**src/rtl/register_file_pkg.sv**
```systemverilog
// -----------------------------------------------------------------------------
// register_file_pkg
// Shared constants and types for the ID-stage general-purpose register file.
//   DEFAULT_REG_WIDTH : default width of every register and data port
//   DEFAULT_ADDR_BITS : default register-index width
//   NUM_REGS          : register count derived from DEFAULT_ADDR_BITS
//   reg_idx_t         : register index at the default geometry
//   data_word_t       : data word at the default geometry
// -----------------------------------------------------------------------------
package register_file_pkg;

  localparam int DEFAULT_REG_WIDTH = 16;
  localparam int DEFAULT_ADDR_BITS = 3;
  localparam int NUM_REGS          = 1 << DEFAULT_ADDR_BITS;

  typedef logic [DEFAULT_ADDR_BITS-1:0] reg_idx_t;
  typedef logic [DEFAULT_REG_WIDTH-1:0] data_word_t;

endpackage : register_file_pkg

```
**src/rtl/register_file_read_port.sv**
```systemverilog
// -----------------------------------------------------------------------------
// regfile_read_port
// One combinational read port of the register file: an address-indexed mux
// over the stored registers, with an optional same-cycle write-through bypass.
// When BypassEn is set and the write port targets the addressed register,
// the in-flight write data is returned instead of the stored contents.
//   i_regs     : stored register contents
//   i_addr     : register index to read
//   i_byp_en   : a write is being committed this cycle
//   i_byp_addr : index of that write
//   i_byp_data : data of that write
//   o_data     : read result
// -----------------------------------------------------------------------------
module regfile_read_port
  import register_file_pkg::*;
#(
  parameter int RegWidth = DEFAULT_REG_WIDTH,
  parameter int AddrBits = DEFAULT_ADDR_BITS,
  parameter int NumRegs  = 1 << AddrBits,
  parameter bit BypassEn = 1'b1
) (
  input  logic [RegWidth-1:0] i_regs [NumRegs],
  input  logic [AddrBits-1:0] i_addr,
  input  logic                i_byp_en,
  input  logic [AddrBits-1:0] i_byp_addr,
  input  logic [RegWidth-1:0] i_byp_data,
  output logic [RegWidth-1:0] o_data
);

  logic w_hit;

  assign w_hit = BypassEn && i_byp_en && (i_byp_addr == i_addr);

  // NOTE: o_data gets a value on every path through this block, so no latch
  // is inferred; the bypass simply overrides the default.
  always_comb begin
    o_data = i_regs[i_addr];
    if (w_hit) begin
      o_data = i_byp_data;
    end
  end

endmodule : regfile_read_port

```
**src/rtl/register_file.sv**
```systemverilog
// -----------------------------------------------------------------------------
// register_file
// General-purpose register file for the ID stage: 2^AddrBits registers of
// RegWidth bits, one synchronous write port (write-back), two combinational
// operand read ports with write-through bypass, and one combinational debug
// read port that shows stored contents only.
//   CLK       : clock, all state updates on the rising edge
//   RST       : synchronous active-high reset, clears every register
//   WriteEN   : write enable
//   WriteAddr : write index
//   WriteData : write data
//   ReadAddr1 / ReadData1 : operand read port 1 (bypassed)
//   ReadAddr2 / ReadData2 : operand read port 2 (bypassed)
//   inr / out_value       : debug read port (not bypassed)
// -----------------------------------------------------------------------------
module register_file
  import register_file_pkg::*;
#(
  parameter int RegWidth = DEFAULT_REG_WIDTH,
  parameter int AddrBits = DEFAULT_ADDR_BITS
) (
  input  logic                CLK,
  input  logic                RST,
  input  logic                WriteEN,
  input  logic [AddrBits-1:0] WriteAddr,
  input  logic [RegWidth-1:0] WriteData,
  input  logic [AddrBits-1:0] ReadAddr1,
  output logic [RegWidth-1:0] ReadData1,
  input  logic [AddrBits-1:0] ReadAddr2,
  output logic [RegWidth-1:0] ReadData2,
  input  logic [AddrBits-1:0] inr,
  output logic [RegWidth-1:0] out_value
);

  localparam int NumRegs = 1 << AddrBits;

  logic [RegWidth-1:0] r_regs [NumRegs];
  logic                w_commit;

  // A write only lands when reset is not asserted, so the bypass must
  // follow the same qualification or the read ports would show a value
  // that never reaches storage.
  assign w_commit = WriteEN && !RST;

  // NOTE: the whole array is cleared on reset because software relies on
  // every register reading zero afterwards; this rules out a RAM macro,
  // which is acceptable at this size.
  // NOTE: non-blocking assignments here so every read in the same cycle
  // sees the pre-edge contents regardless of process ordering.
  always_ff @(posedge CLK) begin
    if (RST) begin
      for (int i = 0; i < NumRegs; i++) begin
        r_regs[i] <= '0;
      end
    end else if (WriteEN) begin
      r_regs[WriteAddr] <= WriteData;
    end
  end

  regfile_read_port #(
    .RegWidth (RegWidth),
    .AddrBits (AddrBits),
    .BypassEn (1'b1)
  ) u_read_port1 (
    .i_regs     (r_regs),
    .i_addr     (ReadAddr1),
    .i_byp_en   (w_commit),
    .i_byp_addr (WriteAddr),
    .i_byp_data (WriteData),
    .o_data     (ReadData1)
  );

  regfile_read_port #(
    .RegWidth (RegWidth),
    .AddrBits (AddrBits),
    .BypassEn (1'b1)
  ) u_read_port2 (
    .i_regs     (r_regs),
    .i_addr     (ReadAddr2),
    .i_byp_en   (w_commit),
    .i_byp_addr (WriteAddr),
    .i_byp_data (WriteData),
    .o_data     (ReadData2)
  );

  // The debug port observes stored state only, so its bypass is disabled.
  regfile_read_port #(
    .RegWidth (RegWidth),
    .AddrBits (AddrBits),
    .BypassEn (1'b0)
  ) u_debug_port (
    .i_regs     (r_regs),
    .i_addr     (inr),
    .i_byp_en   (1'b0),
    .i_byp_addr ('0),
    .i_byp_data ('0),
    .o_data     (out_value)
  );

endmodule : register_file

```
**config.mk**
```make
export PLATFORM = sky130hd
export DESIGN_NAME = register_file
export DESIGN_NICKNAME = d
export VERILOG_FILES = /design/src/rtl/register_file_pkg.sv /design/src/rtl/register_file_read_port.sv /design/src/rtl/register_file.sv
export SDC_FILE = /design/constraint.sdc
export NUM_CORES = 1
export LEC_CHECK = 0
export CORE_ASPECT_RATIO = 2
export CORE_MARGIN = 5
export CORE_UTILIZATION = 49
export CTS_BUF_LIST = sky130_fd_sc_hd__clkbuf_8
export DETAILED_ROUTE_END_ITERATION = 16
export PLACE_DENSITY = 0.7
export SYNTH_ARGS = -nofsm -noshare
export SYNTH_HDL_FRONTEND = slang
export SYNTH_SLANG_ARGS = --single-unit
```
**constraint.sdc**
```tcl
create_clock -name CLK -period 6.2 [get_ports CLK]
set_clock_uncertainty 0.15 [all_clocks]
set_input_delay 0.93 -clock CLK [delete_from_list [all_inputs] [get_ports CLK]]
set_output_delay 0.93 -clock CLK [all_outputs]
set_load 0.02 [all_outputs]
```
==> impl_metrics.toml, run 1 <==
[final_layout]
fin_util_pct = 55.8
mostFrequentLayoutCells = "256 x nand2_1, 128 x a21oi_1, 128 x dfxtp_1"
largest_reg_flops = 128
drive_gt1_share_pct = 21.2
layout_commonest_cell = "nand2_1"
top_regs = "r_regs: 128 flops"
final_nets = 852
stdcell_count = 1041
antenna_cells = 0
syn_to_final_growth_pct = 12.7
top_register = "r_regs"

[synth]
ys_seq_area_share_pct = 31.0
yosysWarnings = 0
ys_types = 25
synth_fp_nets = 837
syn_avg_cell_area_sq_um = 10.3
async_flop_share_pct = 0
synth_area_sq_um = 8270
ys.flop_type = "dfxtp_1"
synth_top_area_share_pct = 31.0
synthTopCellsByArea = "dfxtp_1 31%, mux4_1 17%, nand2_1 12%"
synthCells = 806
synth_edf_count = 0
ys_ff_latch = 128
synth_area_leader_cell = "dfxtp_1"

[critical_path]
cp-end-kind = "output pin"
start_kind = "input port"
crit_type = "in2out"
worstPathArrival_ps = 3850
cp_max_fo = 18
reg2reg_depth = 2
r2r_start = "r_regs[66]$_SDFFE_PP0P_"
crit_path_end = "ReadData2[12]"
r2r_end = "r_regs[66]$_SDFFE_PP0P_"
crit_path_start = "WriteAddr[1]"
crit_required_ps = 5120
rrSetupSlack_ps = 5320

[placed_design]
port_buffers = 78
place_inst = 1009
gp_congestion = 0.824
post-dp-hpwl_um = 16100
preCtsSetupSlack_ps = 1280

[global_routing]
grt_pass1_wl_um = 39200
antenna_found_initial = 0
grt_usage_pct = 26.3
grt_max_degree = 74
overflow = 0
grt_pass1_vias = 6595

[floorplan]
initial_core_util_pct = 49.5
die-height_um = 194
ios = 79
die_w_um = 102
die-area_sq_um = 19700
std_cell_rows = 67
core_area_sq_um = 16700

[drt]
drtIter0Drc = 567
wire_per_inst_um = 24.6
drt-met1-wl_um = 9290
finalWirelength_um = 25600
first_pass_iters = 5
route.met2.wl_um = 12900
route.detailed.drc = 0
vias_per_cell = 6.47
ant_nets = 0
wl_met3_um = 2260
num_vias = 6736
top_layer = "met4"

[sta]
fin_ws_ps = 1270
hold_viol_final = 0
timing.final.crit_share_pct = 79.4
slew_viol_final = 0
tns_ps = 0
hold_slack_ps = 329
maxSlewHeadroom_pct = 14.2
max_slew.worst_pin.slew_ps = 1280
grt_setup_unrepaired = "false"
setup_viol = 0
fmax_ghz = 0.203
min_period_ps = 4930

[clock_network]
clock_latency_ps = 440
cts_made_buffers = 17
cts_resized = 0
cts.sink_count = 128
clk_pin_slew_ps = 80
ctsRootBufferMaster = "clkbuf_8"
clockBufferDepth = 2
hold_buffers = 0
h-tree-depth = 4
post_cts.repair.setup_buffers = 0
cts_tree = "done"

[power_and_ir_drop]
power_density_nw_per_um2 = 204
power_leakage_uw = 0.00354
ir_drop_v = 0.000138

[run]
drv_cap = 0

[status]
status = "complete, no violations"

[worst_hold_path]
holdCritPathClass = "reg2reg"
hold_path_startpoint = "r_regs[10]$_SDFFE_PP0P_"
[critical path, stage by stage]
cell and delay [ps]:
clkdlybuf4s50_1 950, xnor2_1 220, nand4_2 650, mux2_4 540, clkdlybuf4s50_1 550
[cell usage after synthesis, types with 6 or more instances]
master / number
clkbuf_1: 56
mux2_4: 21
buf_6: 12
buf_2: 20
xnor2_1: 6
mux2_2: 59
mux4_1: 55
a21oi_1: 128
nand2_1: 256
mux4_2: 41
dfxtp_1: 128
[routing by layer]
metal	vias up	GRT usage, %
met5	-	0
met4	0	11.0
met3	71	5.55
met2	389	44.3
met1	3302	32.2
li1	2974	-
[kinds of logic (layout without fill, tap and decap cells)]
logic type	after synthesis	after routing	synth area share, %
simple gates	275	275	14.1
mux	176	176	40.5
compound gates	128	128	7.75
flops	128	128	31.0
buf+inv	93	121	6.04
xor+xnor	6	6	0.636
[stage by stage]
| stage | instance area, sq um | total power (uW) |
|---|---|---|
| 2_1_floorplan | 8270 | 1060 |
| 3_3_place_gp | 8900 | 1150 |
| 3_5_place_dp | 8900 | 1150 |
| 4_1_cts | 9320 | 1900 |
| 5_1_grt | 9320 | 1960 |
| 6_report | 9320 | 1900 |
[worst min path at each step]
| stage | endpoint | slack (ps) | cells past startpoint |
|---|---|---|---|
| after detailed placement | r_regs[83]$_SDFFE_PP0P_ | 320 | 2 |
| final | r_regs[10]$_SDFFE_PP0P_ | 330 | 2 |
| after CTS | r_regs[60]$_SDFFE_PP0P_ | 330 | 2 |
| after global routing | r_regs[113]$_SDFFE_PP0P_ | 350 | 2 |
| after floorplan | r_regs[32]$_SDFFE_PP0P_ | 300 | 2 |
| after global placement | r_regs[83]$_SDFFE_PP0P_ | 310 | 2 |
[report_power, final]
group          switching [uW]  leakage (uW)  total [uW]  internal, uW
logic                     156       0.00229         279           123
clock network             360      0.000213         764           404
registers                15.8       0.00104         855           839
total                     532       0.00354        1900          1370
[area by class of cell]
type | count | area, sq um
Timing Repair Buffer | 89 | 831
Clock buffer | 17 | 234
Multi-Input combinational cell | 585 | 5250
Clock inverter | 15 | 181
Sequential cell | 128 | 2560
Fill cell | 1428 | 7370
Tap cell | 207 | 259
No activity file was read; power rests on OpenSTA's default activity.
==> run 2, diff against run 1 <==
--- a/config.mk
+++ b/config.mk
@@ -10,7 +10,7 @@
 export CORE_UTILIZATION = 49
 export CTS_BUF_LIST = sky130_fd_sc_hd__clkbuf_8
 export DETAILED_ROUTE_END_ITERATION = 16
-export PLACE_DENSITY = 0.7
+export PLACE_DENSITY = 0.73
 export SYNTH_ARGS = -nofsm -noshare
 export SYNTH_HDL_FRONTEND = slang
 export SYNTH_SLANG_ARGS = --single-unit
==> constraint.sdc (replaced) <==
create_clock -name CLK -period 4.2 [get_ports CLK]
set_clock_uncertainty 0.15 [all_clocks]
set_input_delay 0.63 -clock CLK [delete_from_list [all_inputs] [get_ports CLK]]
set_output_delay 0.63 -clock CLK [all_outputs]
set_load 0.02 [all_outputs]
==> impl_metrics.toml, run 2 (same netlist as run 1, synthesis figures left out) <==
[final_layout]
final_nets = 871
largest_reg_flops = 128
fill_cells = 1360
top_regs = "r_regs: 128 flops"
syn_to_final_growth_pct = 15.9
fin_util_pct = 57.4
layout_commonest_cell = "nand2_1"
top_register = "r_regs"
antenna_cells = 0
mostFrequentLayoutCells = "256 x nand2_1, 128 x a21oi_1, 128 x dfxtp_1"
drive_gt1_share_pct = 23.0

[critical_path]
cp-end-kind = "output pin"
worstPathArrival_ps = 2790
crit_type = "in2out"
crit_required_ps = 3420
start_kind = "input port"
cp_max_fo = 11

[global_routing]
antenna_found_initial = 0
grt_pass1_vias = 7182
grt_max_degree = 75
grt_pass1_wl_um = 40700
overflow = 0
grt_usage_pct = 27.0

[floorplan]
initial_core_util_pct = 49.5
die_w_um = 102
ios = 79
std_cell_rows = 67
core_area_sq_um = 16700
die-height_um = 194
die-area_sq_um = 19700

[drt]
first_pass_iters = 5
route.detailed.drc = 0
ant_nets = 0
finalWirelength_um = 26200
num_vias = 7031
vias_per_cell = 6.64
drtIter0Drc = 727
wire_per_inst_um = 24.8

[placed_design]
gp_congestion = 0.872
port_buffers = 78
post-dp-hpwl_um = 16600

[run]
drv_cap = 0

[clock_network]
cts_made_buffers = 17
clk_pin_slew_ps = 80
clockBufferDepth = 2
h-tree-depth = 4
ctsRootBufferMaster = "clkbuf_8"
clock_latency_ps = 420
post_cts.repair.setup_buffers = 0
hold_buffers = 0
cts_tree = "done"
cts.sink_count = 128
cts_resized = 0

[power_and_ir_drop]
power_density_nw_per_um2 = 306
ir_drop_v = 0.000202
power_leakage_uw = 0.00366
finalPower_uw = 2930

[sta]
setup_viol = 0
hold_viol_final = 0
max_slew.worst_pin.slew_ps = 1080
hold_slack_ps = 333
maxSlewHeadroom_pct = 28.1
slew_viol_final = 0
grt_setup_unrepaired = "false"
timing.final.crit_share_pct = 84.9
min_period_ps = 3570
fmax_ghz = 0.280
tns_ps = 0

[worst_hold_path]
holdCritPathClass = "reg2reg"

[status]
status = "complete, no violations"
## run 2: through the flow
step / cell area, sq um / cells / worst slack (ps)
floorplan: 8270 / 806 / 1390
global placement: 9120 / 1028 / 643
detailed placement: 9120 / 1028 / 641
CTS: 9580 / 1059 / 640
global route: 9580 / 1059 / 571
finish: 9580 / 1059 / 633
## run 2: power by group
group | switching, uW | internal [uW]
Combinational | 231 | 196
Sequential | 26.7 | 1240
Clock | 518 | 722
Total | 775 | 2160
## run 2: critical path, cell delays in order
cell	delay, ps
clkdlybuf4s50_1	540
xnor2_1	150
nand4_2	260
buf_4	310
mux2_4	330
clkdlybuf4s50_1	550
## run 2: final timing paths
kind	to	cells after the start	from	slack (ps)
worst max-delay path	ReadData2[13]	6	WriteAddr[0]	630
worst min-delay path	r_regs[69]$_SDFFE_PP0P_	2	r_regs[69]$_SDFFE_PP0P_	330
worst max register to register	r_regs[34]$_SDFFE_PP0P_	2	r_regs[34]$_SDFFE_PP0P_	3310
worst min register to register	r_regs[69]$_SDFFE_PP0P_	2	r_regs[69]$_SDFFE_PP0P_	330
## run 2: layout make-up
class                   instances  area, sq um  area share [%]
repair buffers                108         1050            10.9
clock buffers                  18          248            2.59
multi-input cells             585         5250            54.8
flip-flops and latches        128         2560            26.8
clock inverters                13          210            2.19
well taps                     207          259            2.70
## run 2: metal layers
layer,vias to the layer above,GRT usage (%),share of wire (%)
met5,-,0,0
met4,0,11.8,4.2
met3,84,4.83,9.2
met2,484,46.8,51
met1,3454,31.9,35
li1,3009,-,-
